`src/rtl/exu_lsu_pkg.sv`:
```
// Shared definitions for the load/store unit: bus widths, RV32I width codes and
// the byte-lane helpers used on the store and address-check paths.
package exu_lsu_pkg;

    localparam int unsigned ADDR_LEN = 32;
    localparam int unsigned WORD_LEN = 32;

    localparam logic [2:0] Funct3Lb  = 3'b000;
    localparam logic [2:0] Funct3Lh  = 3'b001;
    localparam logic [2:0] Funct3Lw  = 3'b010;
    localparam logic [2:0] Funct3Lbu = 3'b100;
    localparam logic [2:0] Funct3Lhu = 3'b101;
    localparam logic [2:0] Funct3Sb  = 3'b000;
    localparam logic [2:0] Funct3Sh  = 3'b001;
    localparam logic [2:0] Funct3Sw  = 3'b010;

    // funct3[1:0] encodes the access size for both loads and stores.
    function automatic logic is_misaligned(logic [2:0] funct3, logic [1:0] offset);
        case (funct3[1:0])
            2'b00:   return 1'b0;
            2'b01:   return offset[0];
            default: return offset != 2'b00;
        endcase
    endfunction

    function automatic logic [3:0] byte_enable(logic [2:0] funct3, logic [1:0] offset);
        case (funct3[1:0])
            2'b00:   return 4'b0001 << offset;
            2'b01:   return 4'b0011 << offset;
            default: return 4'b1111;
        endcase
    endfunction

    function automatic logic [WORD_LEN-1:0] store_data(logic [2:0] funct3,
                                                       logic [WORD_LEN-1:0] wdata);
        case (funct3)
            Funct3Sb: return {4{wdata[7:0]}};
            Funct3Sh: return {2{wdata[15:0]}};
            default:  return wdata;
        endcase
    endfunction

endpackage

```
`src/rtl/exu_lsu_align.sv`:
```
// Load lane extraction: picks the addressed byte/half out of the bus word and
// sign- or zero-extends it according to the load width code.
module lsu_align
    import exu_lsu_pkg::*;
(
    input  logic [2:0]          funct3,
    input  logic [1:0]          offset,
    input  logic [WORD_LEN-1:0] rdata,
    output logic [WORD_LEN-1:0] data
);

    logic [WORD_LEN-1:0] lane;

    always_comb begin
        lane = rdata >> {offset, 3'b000};
        case (funct3)
            Funct3Lb:  data = {{(WORD_LEN-8){lane[7]}}, lane[7:0]};
            Funct3Lbu: data = {{(WORD_LEN-8){1'b0}}, lane[7:0]};
            Funct3Lh:  data = {{(WORD_LEN-16){lane[15]}}, lane[15:0]};
            Funct3Lhu: data = {{(WORD_LEN-16){1'b0}}, lane[15:0]};
            default:   data = rdata;
        endcase
    end

endmodule

```
`src/rtl/exu_lsu.sv`:
```
// Load/store unit: accepts one request from the ALU stage, runs a single bus
// transaction with timeout, and returns load data to the register file.
module exu_lsu
    import exu_lsu_pkg::*;
#(
    parameter int unsigned TIMEOUT = 255
) (
    input  logic                clk,
    input  logic                rst,
    input  logic                req_valid_i,
    input  logic                req_we_i,
    input  logic [2:0]          req_funct3_i,
    input  logic [ADDR_LEN-1:0] req_addr_i,
    input  logic [WORD_LEN-1:0] req_wdata_i,
    input  logic [4:0]          req_rd_i,
    output logic                wait_o,
    output logic                bus_req_o,
    output logic                bus_we_o,
    output logic [ADDR_LEN-1:0] bus_addr_o,
    output logic [WORD_LEN-1:0] bus_wdata_o,
    output logic [3:0]          bus_be_o,
    input  logic                bus_ack_i,
    input  logic [WORD_LEN-1:0] bus_rdata_i,
    output logic                wb_valid_o,
    output logic [4:0]          wb_addr_o,
    output logic [WORD_LEN-1:0] wb_data_o,
    output logic                err_misalign_o,
    output logic                err_bus_o
);

    typedef enum logic [1:0] {StIdle, StReq, StDone, StErr} state_e;

    localparam logic [7:0] TimeoutCnt = 8'(TIMEOUT);

    state_e              state_q, state_d;
    logic [7:0]          cnt_q, cnt_d;
    logic                we_q;
    logic [2:0]          funct3_q;
    logic [ADDR_LEN-1:0] addr_q;
    logic [WORD_LEN-1:0] wdata_q;
    logic [WORD_LEN-1:0] rdata_q;
    logic [4:0]          rd_q;
    logic                bus_err_q;

    logic                accept;
    logic                in_req;
    logic                timeout_hit;
    logic [WORD_LEN-1:0] load_data;

    assign accept      = (state_q == StIdle) && req_valid_i;
    assign in_req      = (state_q == StReq);
    assign timeout_hit = (cnt_q + 8'd1) == TimeoutCnt;

    always_comb begin
        state_d = state_q;
        cnt_d   = cnt_q;
        case (state_q)
            StIdle: begin
                cnt_d = 8'd0;
                if (accept) begin
                    state_d = is_misaligned(req_funct3_i, req_addr_i[1:0]) ? StErr : StReq;
                end
            end
            StReq: begin
                if (bus_ack_i) begin
                    state_d = StDone;
                    cnt_d   = 8'd0;
                end else if (timeout_hit) begin
                    state_d = StErr;
                    cnt_d   = 8'd0;
                end else begin
                    cnt_d = cnt_q + 8'd1;
                end
            end
            StDone:  state_d = StIdle;
            StErr:   state_d = StIdle;
            default: state_d = StIdle;
        endcase
    end

    always_ff @(posedge clk or posedge rst) begin
        if (rst) begin
            state_q   <= StIdle;
            cnt_q     <= 8'd0;
            we_q      <= 1'b0;
            funct3_q  <= 3'b000;
            addr_q    <= '0;
            wdata_q   <= '0;
            rdata_q   <= '0;
            rd_q      <= 5'd0;
            bus_err_q <= 1'b0;
        end else begin
            state_q <= state_d;
            cnt_q   <= cnt_d;
            if (accept) begin
                we_q      <= req_we_i;
                funct3_q  <= req_funct3_i;
                addr_q    <= req_addr_i;
                wdata_q   <= req_wdata_i;
                rd_q      <= req_rd_i;
                bus_err_q <= 1'b0;
            end
            if (in_req && bus_ack_i) begin
                rdata_q <= bus_rdata_i;
            end
            if (in_req && !bus_ack_i && timeout_hit) begin
                bus_err_q <= 1'b1;
            end
        end
    end

    lsu_align u_align (
        .funct3 (funct3_q),
        .offset (addr_q[1:0]),
        .rdata  (rdata_q),
        .data   (load_data)
    );

    // Bus and write-back outputs are zeroed outside their active state.
    always_comb begin
        wait_o         = !rst && (accept || in_req);
        bus_req_o      = in_req;
        bus_we_o       = in_req && we_q;
        bus_addr_o     = in_req ? {addr_q[ADDR_LEN-1:2], 2'b00} : '0;
        bus_be_o       = in_req ? byte_enable(funct3_q, addr_q[1:0]) : 4'b0000;
        bus_wdata_o    = in_req ? store_data(funct3_q, wdata_q) : '0;
        wb_valid_o     = (state_q == StDone) && !we_q && (rd_q != 5'd0);
        wb_addr_o      = wb_valid_o ? rd_q : 5'd0;
        wb_data_o      = wb_valid_o ? load_data : '0;
        err_misalign_o = (state_q == StErr) && !bus_err_q;
        err_bus_o      = (state_q == StErr) && bus_err_q;
    end

endmodule

```
`config.mk`:
```
export PLATFORM = sky130hd
export DESIGN_NAME = exu_lsu
export DESIGN_NICKNAME = d
export VERILOG_FILES = /design/src/rtl/exu_lsu_pkg.sv /design/src/rtl/exu_lsu_align.sv /design/src/rtl/exu_lsu.sv
export SDC_FILE = /design/constraint.sdc
export NUM_CORES = 1
export LEC_CHECK = 0
export ABC_AREA = 1
export CORE_MARGIN = 5
export CORE_UTILIZATION = 30
export DETAILED_ROUTE_END_ITERATION = 10
export GPL_ROUTABILITY_DRIVEN = 0
export SETUP_SLACK_MARGIN = 0.02
export SLEW_MARGIN = 20
export SYNTH_ARGS = -nofsm -noshare
export SYNTH_HDL_FRONTEND = slang
export SYNTH_SLANG_ARGS = --single-unit
```
`constraint.sdc`:
```
create_clock -name clk -period 4.1 [get_ports clk]
set_input_delay 0.82 -clock clk [delete_from_list [all_inputs] [get_ports clk]]
set_output_delay 0.82 -clock clk [all_outputs]
set_load 0.01 [all_outputs]
```
Word level (Yosys, flattened, before mapping)
Index checks and enable logic that the tools add are counted.

Output and inout port bits: 111. Bits in registers: 116. Logic and storage cells: 70.

Add/subtract/negate cells: 1. Eq/ne operators: 11. Muxes and demuxes: 21. Shifts and indexed selects: 3. Reductions and logical operators: 25.

Operators by type and width (number): 32-bit one-hot mux with 4 select lines (1); 32-bit two-way mux (3); 32-bit one-hot mux with 2 select lines (1); 32-bit by 5-bit right shift with 16-bit output (1); 8-bit two-way mux (2); 8-bit one-hot mux with 2 select lines (1); 1-bit logical AND (10); 8-bit by 1-bit adder with 8-bit output, second input constant (1); 8-bit == test, second input constant (1); 2-bit two-way mux (4); 4-bit one-hot mux with 2 select lines (1); 2-bit by 1-bit == test with 1-bit output, second input constant (3); 3-bit == test, second input constant (2); 2-bit zero test (3); 2-bit one-hot mux with 3 select lines (1); 2-bit nonzero test (3); 5-bit two-way mux (1); 5-bit nonzero test (1); 2-bit == test, second input constant (2); 1-bit zero test (4); 1-bit two-way mux (4); 4-bit two-way mux (1); 1-bit by 2-bit left shift with 4-bit output, first input constant (1); 2-bit by 2-bit left shift with 4-bit output, first input constant (1); 8 further kinds (8).

Longest topological paths before layout
Depth in word-level cells: 7. Gate-level depth with buffers: 10. Mapped depth without buffers: 9.

By module
Synthesis repeated with hierarchy kept, for this count alone.

Cell total of the unflattened synthesis: 834. Area total of the unflattened synthesis: 6537.5 sq um.

Modules (own cells, without submodules): exu_lsu (instances 1, cells an instance 640, area an instance 5659.2 sq um); lsu_align (instances 1, cells an instance 194, area an instance 878.3 sq um).

Worst setup path before layout
Ideal clock, no wire load.

Kind: input to output. Start point: input port req_valid_i. End point: output port wait_o. Slack: 1780 ps. Path buffers: 2. Arrival time: 1500 ps. Cell stages on the path: 4. Data required time: 3280 ps. Cell sequence: nand3_1 -> buf_2 -> buf_2 -> a21oi_1.

Cells in the longest elaborated chain, start to end: 3.

RTL lines: from (decl) (RTL line exu_lsu.sv:10) `input logic req_valid_i,`; 1-bit logical AND (RTL line exu_lsu.sv:50) `assign accept = (state_q == StIdle) && req_valid_i;`; 1-bit logical OR (RTL line exu_lsu.sv:121) `wait_o = !rst && (accept || in_req);`; 1-bit logical AND (RTL line exu_lsu.sv:121); to (decl) (RTL line exu_lsu.sv:16) `output logic wait_o,`.

Every way passes these cells.

Worst setup path in the final report
Start point: register funct3_q[1]. End point: output port bus_wdata_o[15].

Cells in the longest elaborated chain, start to end: 3.

RTL lines: from (decl) (RTL line exu_lsu.sv:38) `logic [2:0] funct3_q;`; from (signal assigned) (RTL line exu_lsu.sv:97) `funct3_q <= req_funct3_i;`; 3-bit by 1-bit == test with 1-bit output or 3-bit zero test (tied branches) (RTL line exu_lsu_pkg.sv:36) `case (funct3)`; 32-bit one-hot mux with 2 select lines (*) (RTL line exu_lsu_pkg.sv:36); 32-bit two-way mux (*) (RTL line exu_lsu.sv:126) `bus_wdata_o = in_req ? store_data(funct3_q, wdata_q) : '0;`; to (decl) (RTL line exu_lsu.sv:20) `output logic [WORD_LEN-1:0] bus_wdata_o,`.

Mark *: on every way between the ends. The rest lies on a longest branch, timed or not.

==> results.sh <==
export IMPL_status="complete, no violations"
export IMPL_drt_iter0_drc=295
export IMPL_critical_path_class="register to primary output"
export IMPL_crit_family="flip-flops"
export IMPL_fillerInstances=2001
export IMPL_startpoint_type="register"
export IMPL_dpl_worst_slack_ps=829.7
export IMPL_clock_fmax_ghz=0.2666
export IMPL_die_y_um=152.6
export IMPL_drv_cap=0
export IMPL_htreeDepth=4
export IMPL_hold_class="register to register"
export IMPL_grt_overflow=0
export IMPL_arrival_ps=2930
export IMPL_fin_total_pwr_w=0.006841
export IMPL_clkSinkCount=116
export IMPL_worstHoldPathCells=2
export IMPL_synthFlopType="dfrtp_1"
export IMPL_critPathMaxFanout=22
export IMPL_startpoint="funct3_q[1]"
export IMPL_die_x_um=152.6
export IMPL_skew_ps=8.778
export IMPL_synth_edf_count=0
export IMPL_synth_cells=784
export IMPL_synth_fa_ha_area_frac=0.004103
export IMPL_wl_per_cell_um=15.55
export IMPL_cts_root_buf="clkbuf_16"
export IMPL_finalSetupViolations=0
export IMPL_post_cts_buffers=0
export IMPL_synth_cell_types=32
export IMPL_path_buf_inv=2
export IMPL_ys_ff_latch=116
export IMPL_synth_compound_area_frac=0.1538
export IMPL_slew_violations=0
export IMPL_period_needed_ps=3751
export IMPL_io_buffers=217
export IMPL_coreArea_um2=20100
export IMPL_hold_end="cnt_q[7]"
export IMPL_min_from="cnt_q[7]"
export IMPL_grt_setup_unrepaired="no"
export IMPL_die_area_um2=23280
export IMPL_ys_warn_count=0
export IMPL_postRouteAntennaNets=0
export IMPL_finalCritPeriodShare=0.9148
export IMPL_wl_um=19760
export IMPL_clk_pin_slew_worst_paths_ps=60
export IMPL_start_util=0.3034
export IMPL_met1_usage=0.2169
export IMPL_tritoncts="yes"
export IMPL_grt_pass1_vias=5852
export IMPL_cts_buffer_depth=2
export IMPL_crit_path_max_incr_delay_ps=860
export IMPL_crit_path_cell_trace="nor2_4, nand2_2, nand2_2, inv_2, nor2_1, nand2_1, o211ai_1, nor2_1, clkdlybuf4s50_1"
export IMPL_r2r_start="state_q[1]"
export IMPL_synth_xor_area_frac=0
export IMPL_reg2reg_slack_ps=1890
export IMPL_r2r_end="rdata_q[20]"
export IMPL_ys_seq_area_frac=0.4759
export IMPL_syn_cell_area_um2=6100
export IMPL_use_met3=0.05623
export IMPL_dr_total_vias=5869
export IMPL_viasPerCell=4.618
export IMPL_place_area_um2=8507
export IMPL_ys_async_sr_fraction=1.000
export IMPL_cts_hold_repair_buffers=0
export IMPL_synthMuxAreaShare=0.05169
export IMPL_ir_drop_mv=0.4522
export IMPL_p_per_area_nw_per_um2=745.6
export IMPL_first_pass_iters=4
export IMPL_cp_required_ps=3280
export IMPL_slowest_stage="dfrtp_1"
export IMPL_met2_usage=0.2731
export IMPL_synthSimpleGateAreaFrac=0.2156
export IMPL_fin_tns_setup_ps=0
export IMPL_relSlewSlack=0.3159
export IMPL_hpwl_um=14300
export IMPL_grt_usage=0.1704
export IMPL_synth_area_per_cell_um2=7.780
export IMPL_rows=52
export IMPL_layout_nets=1099
export IMPL_grt_pass1_wl_um=31900
export IMPL_drive_above_1_share=0.1019
export IMPL_setup_ws_ps=349.4
export IMPL_numCtsBuffers=17
export IMPL_worstMarginPinSlew_ps=1023
export IMPL_grt_max_degree=131
export IMPL_p_leak_nw=4.244
export IMPL_ios=220
export IMPL_syn_to_final_growth_pct=50.42
export IMPL_finalHoldViolCount=0
export IMPL_grt_busiest_layer="met2"
export IMPL_synth_top_family_by_area="simple AND/OR/NAND/NOR gates"
export IMPL_antenna_found_initial=0
export IMPL_worstSetupEndpointType="primary output"
export IMPL_cts_resized=0
export IMPL_r2r_cells=5
export IMPL_insertion_delay_ps=420
export IMPL_antenna_cells=0
export IMPL_post_route_util=0.4564
export IMPL_drcViolationCount=0
export IMPL_design_area_um2=9175
==> worst max path at each step <==
stage	cells after the start	end	slack [ps]
after floorplan	1	addr_q[0]	210
after global placement	7	bus_wdata_o[8]	880
after detailed placement	7	bus_wdata_o[11]	830
after CTS	9	bus_wdata_o[15]	330
after global routing	9	bus_wdata_o[31]	90
final	9	bus_wdata_o[15]	350
==> worst register-to-register path, cell delays in order (launching register included) <==
cell and delay, ps:
dfrtp_1 350, buf_4 200, nor2_2 150, buf_4 260
nand2_2 600, mux2_2 540
==> routing by layer <==
metal	up-vias	wire length (µm)
met4	0	310
met1	2740	8557
li1	2900	-
met3	21	1499
met2	208	9392
met5	-	0
==> Yosys cell counts (2+ instances only) <==
cell | count | area [µm²]
o21ai_0 | 42 | 210.2
nor2_2 | 12 | 75.07
inv_1 | 96 | 360.4
nor2_4 | 2 | 22.52
nand3_1 | 20 | 100.1
buf_4 | 4 | 30.03
o21bai_1 | 2 | 15.01
buf_1 | 4 | 15.01
inv_2 | 6 | 22.52
nand3_2 | 2 | 20.02
mux2_2 | 28 | 315.3
nand2_1 | 67 | 251.5
o22ai_1 | 10 | 62.56
buf_2 | 17 | 85.08
ha_1 | 2 | 25.02
nor3_1 | 8 | 40.04
o21ai_1 | 3 | 15.01
nor2_1 | 193 | 724.4
o211ai_1 | 3 | 22.52
nand2_2 | 4 | 25.02
clkbuf_1 | 14 | 52.55
buf_6 | 3 | 33.78
a21oi_1 | 117 | 585.6
dfrtp_1 | 116 | 2903
nand2_4 | 2 | 22.52
==> layout make-up <==
type | instances | area [µm²] | area share
sequential | 116 | 2903 | 0.3164
clock buffer | 20 | 466.7 | 0.05087
inverter | 102 | 385.4 | 0.04200
timing repair buffer | 226 | 2265 | 0.2468
tap | 270 | 337.8 | 0.03682
multi-input combinational | 525 | 2616 | 0.2851
clock inverter | 12 | 201.4 | 0.02196
==> per-stage QoR <==
stage / std cells / hold WS (ps)
floorplan: 785 / 459.5
detailed placement: 1239 / 488.5
global route: 1271 / 517.0
global placement: 1239 / 482.6
finish: 1271 / 498.3
CTS: 1271 / 505.4
==> cells in the final DEF, fill, tap and decap left out, types with 2 or more instances in the layout <==
cell type,synthesis,routed
a21oi_1,117,117
buf_12,0,2
buf_4,4,7
bufinv_16,0,5
clkbuf_16,0,17
clkbuf_8,0,3
clkdlybuf4s50_1,0,217
clkinv_2,0,2
clkinv_4,0,3
clkinvlp_4,0,2
conb_1,1,2
dfrtp_1,116,116
ha_1,2,2
inv_1,96,95
inv_2,6,6
mux2_2,28,28
nand2_1,67,66
nand2_2,4,5
nand2_4,2,2
nand3_1,20,19
nand3_2,2,2
nor2_1,193,193
nor2_2,12,12
nor2_4,2,2
nor3_1,8,8
o211ai_1,3,3
o21ai_0,42,42
o21ai_1,3,3
o21bai_1,2,2
o22ai_1,10,10
==> where the power goes <==
part / total, W / switching [W] / internal [W] / leakage (nW)
Sequential: 0.00196 / 0.000297 / 0.00166 / 1.32
Combinational: 0.00321 / 0.00181 / 0.00140 / 2.60
Clock: 0.00168 / 0.000551 / 0.00113 / 0.322
==> registers in the layout (all words and copies together) (netlist names) <==
name,cells
we_q,1
funct3_q,3
cnt_q,8
addr_q,32
bus_err_q,1
state_q,2
wdata_q,32
rd_q,5
rdata_q,32
==> cell families (layout without fill, tap and decap cells) <==
| group | Yosys count | after routing |
|---|---|---|
| AOI/OAI and AO/OA | 180 | 180 |
| adders and majority gates | 2 | 2 |
| buffers and inverters | 144 | 360 |
| DFF | 116 | 116 |
| muxes | 28 | 28 |
| other | 1 | 2 |
| and+or+nand+nor | 313 | 313 |
(Power assumes the default switching activity.)
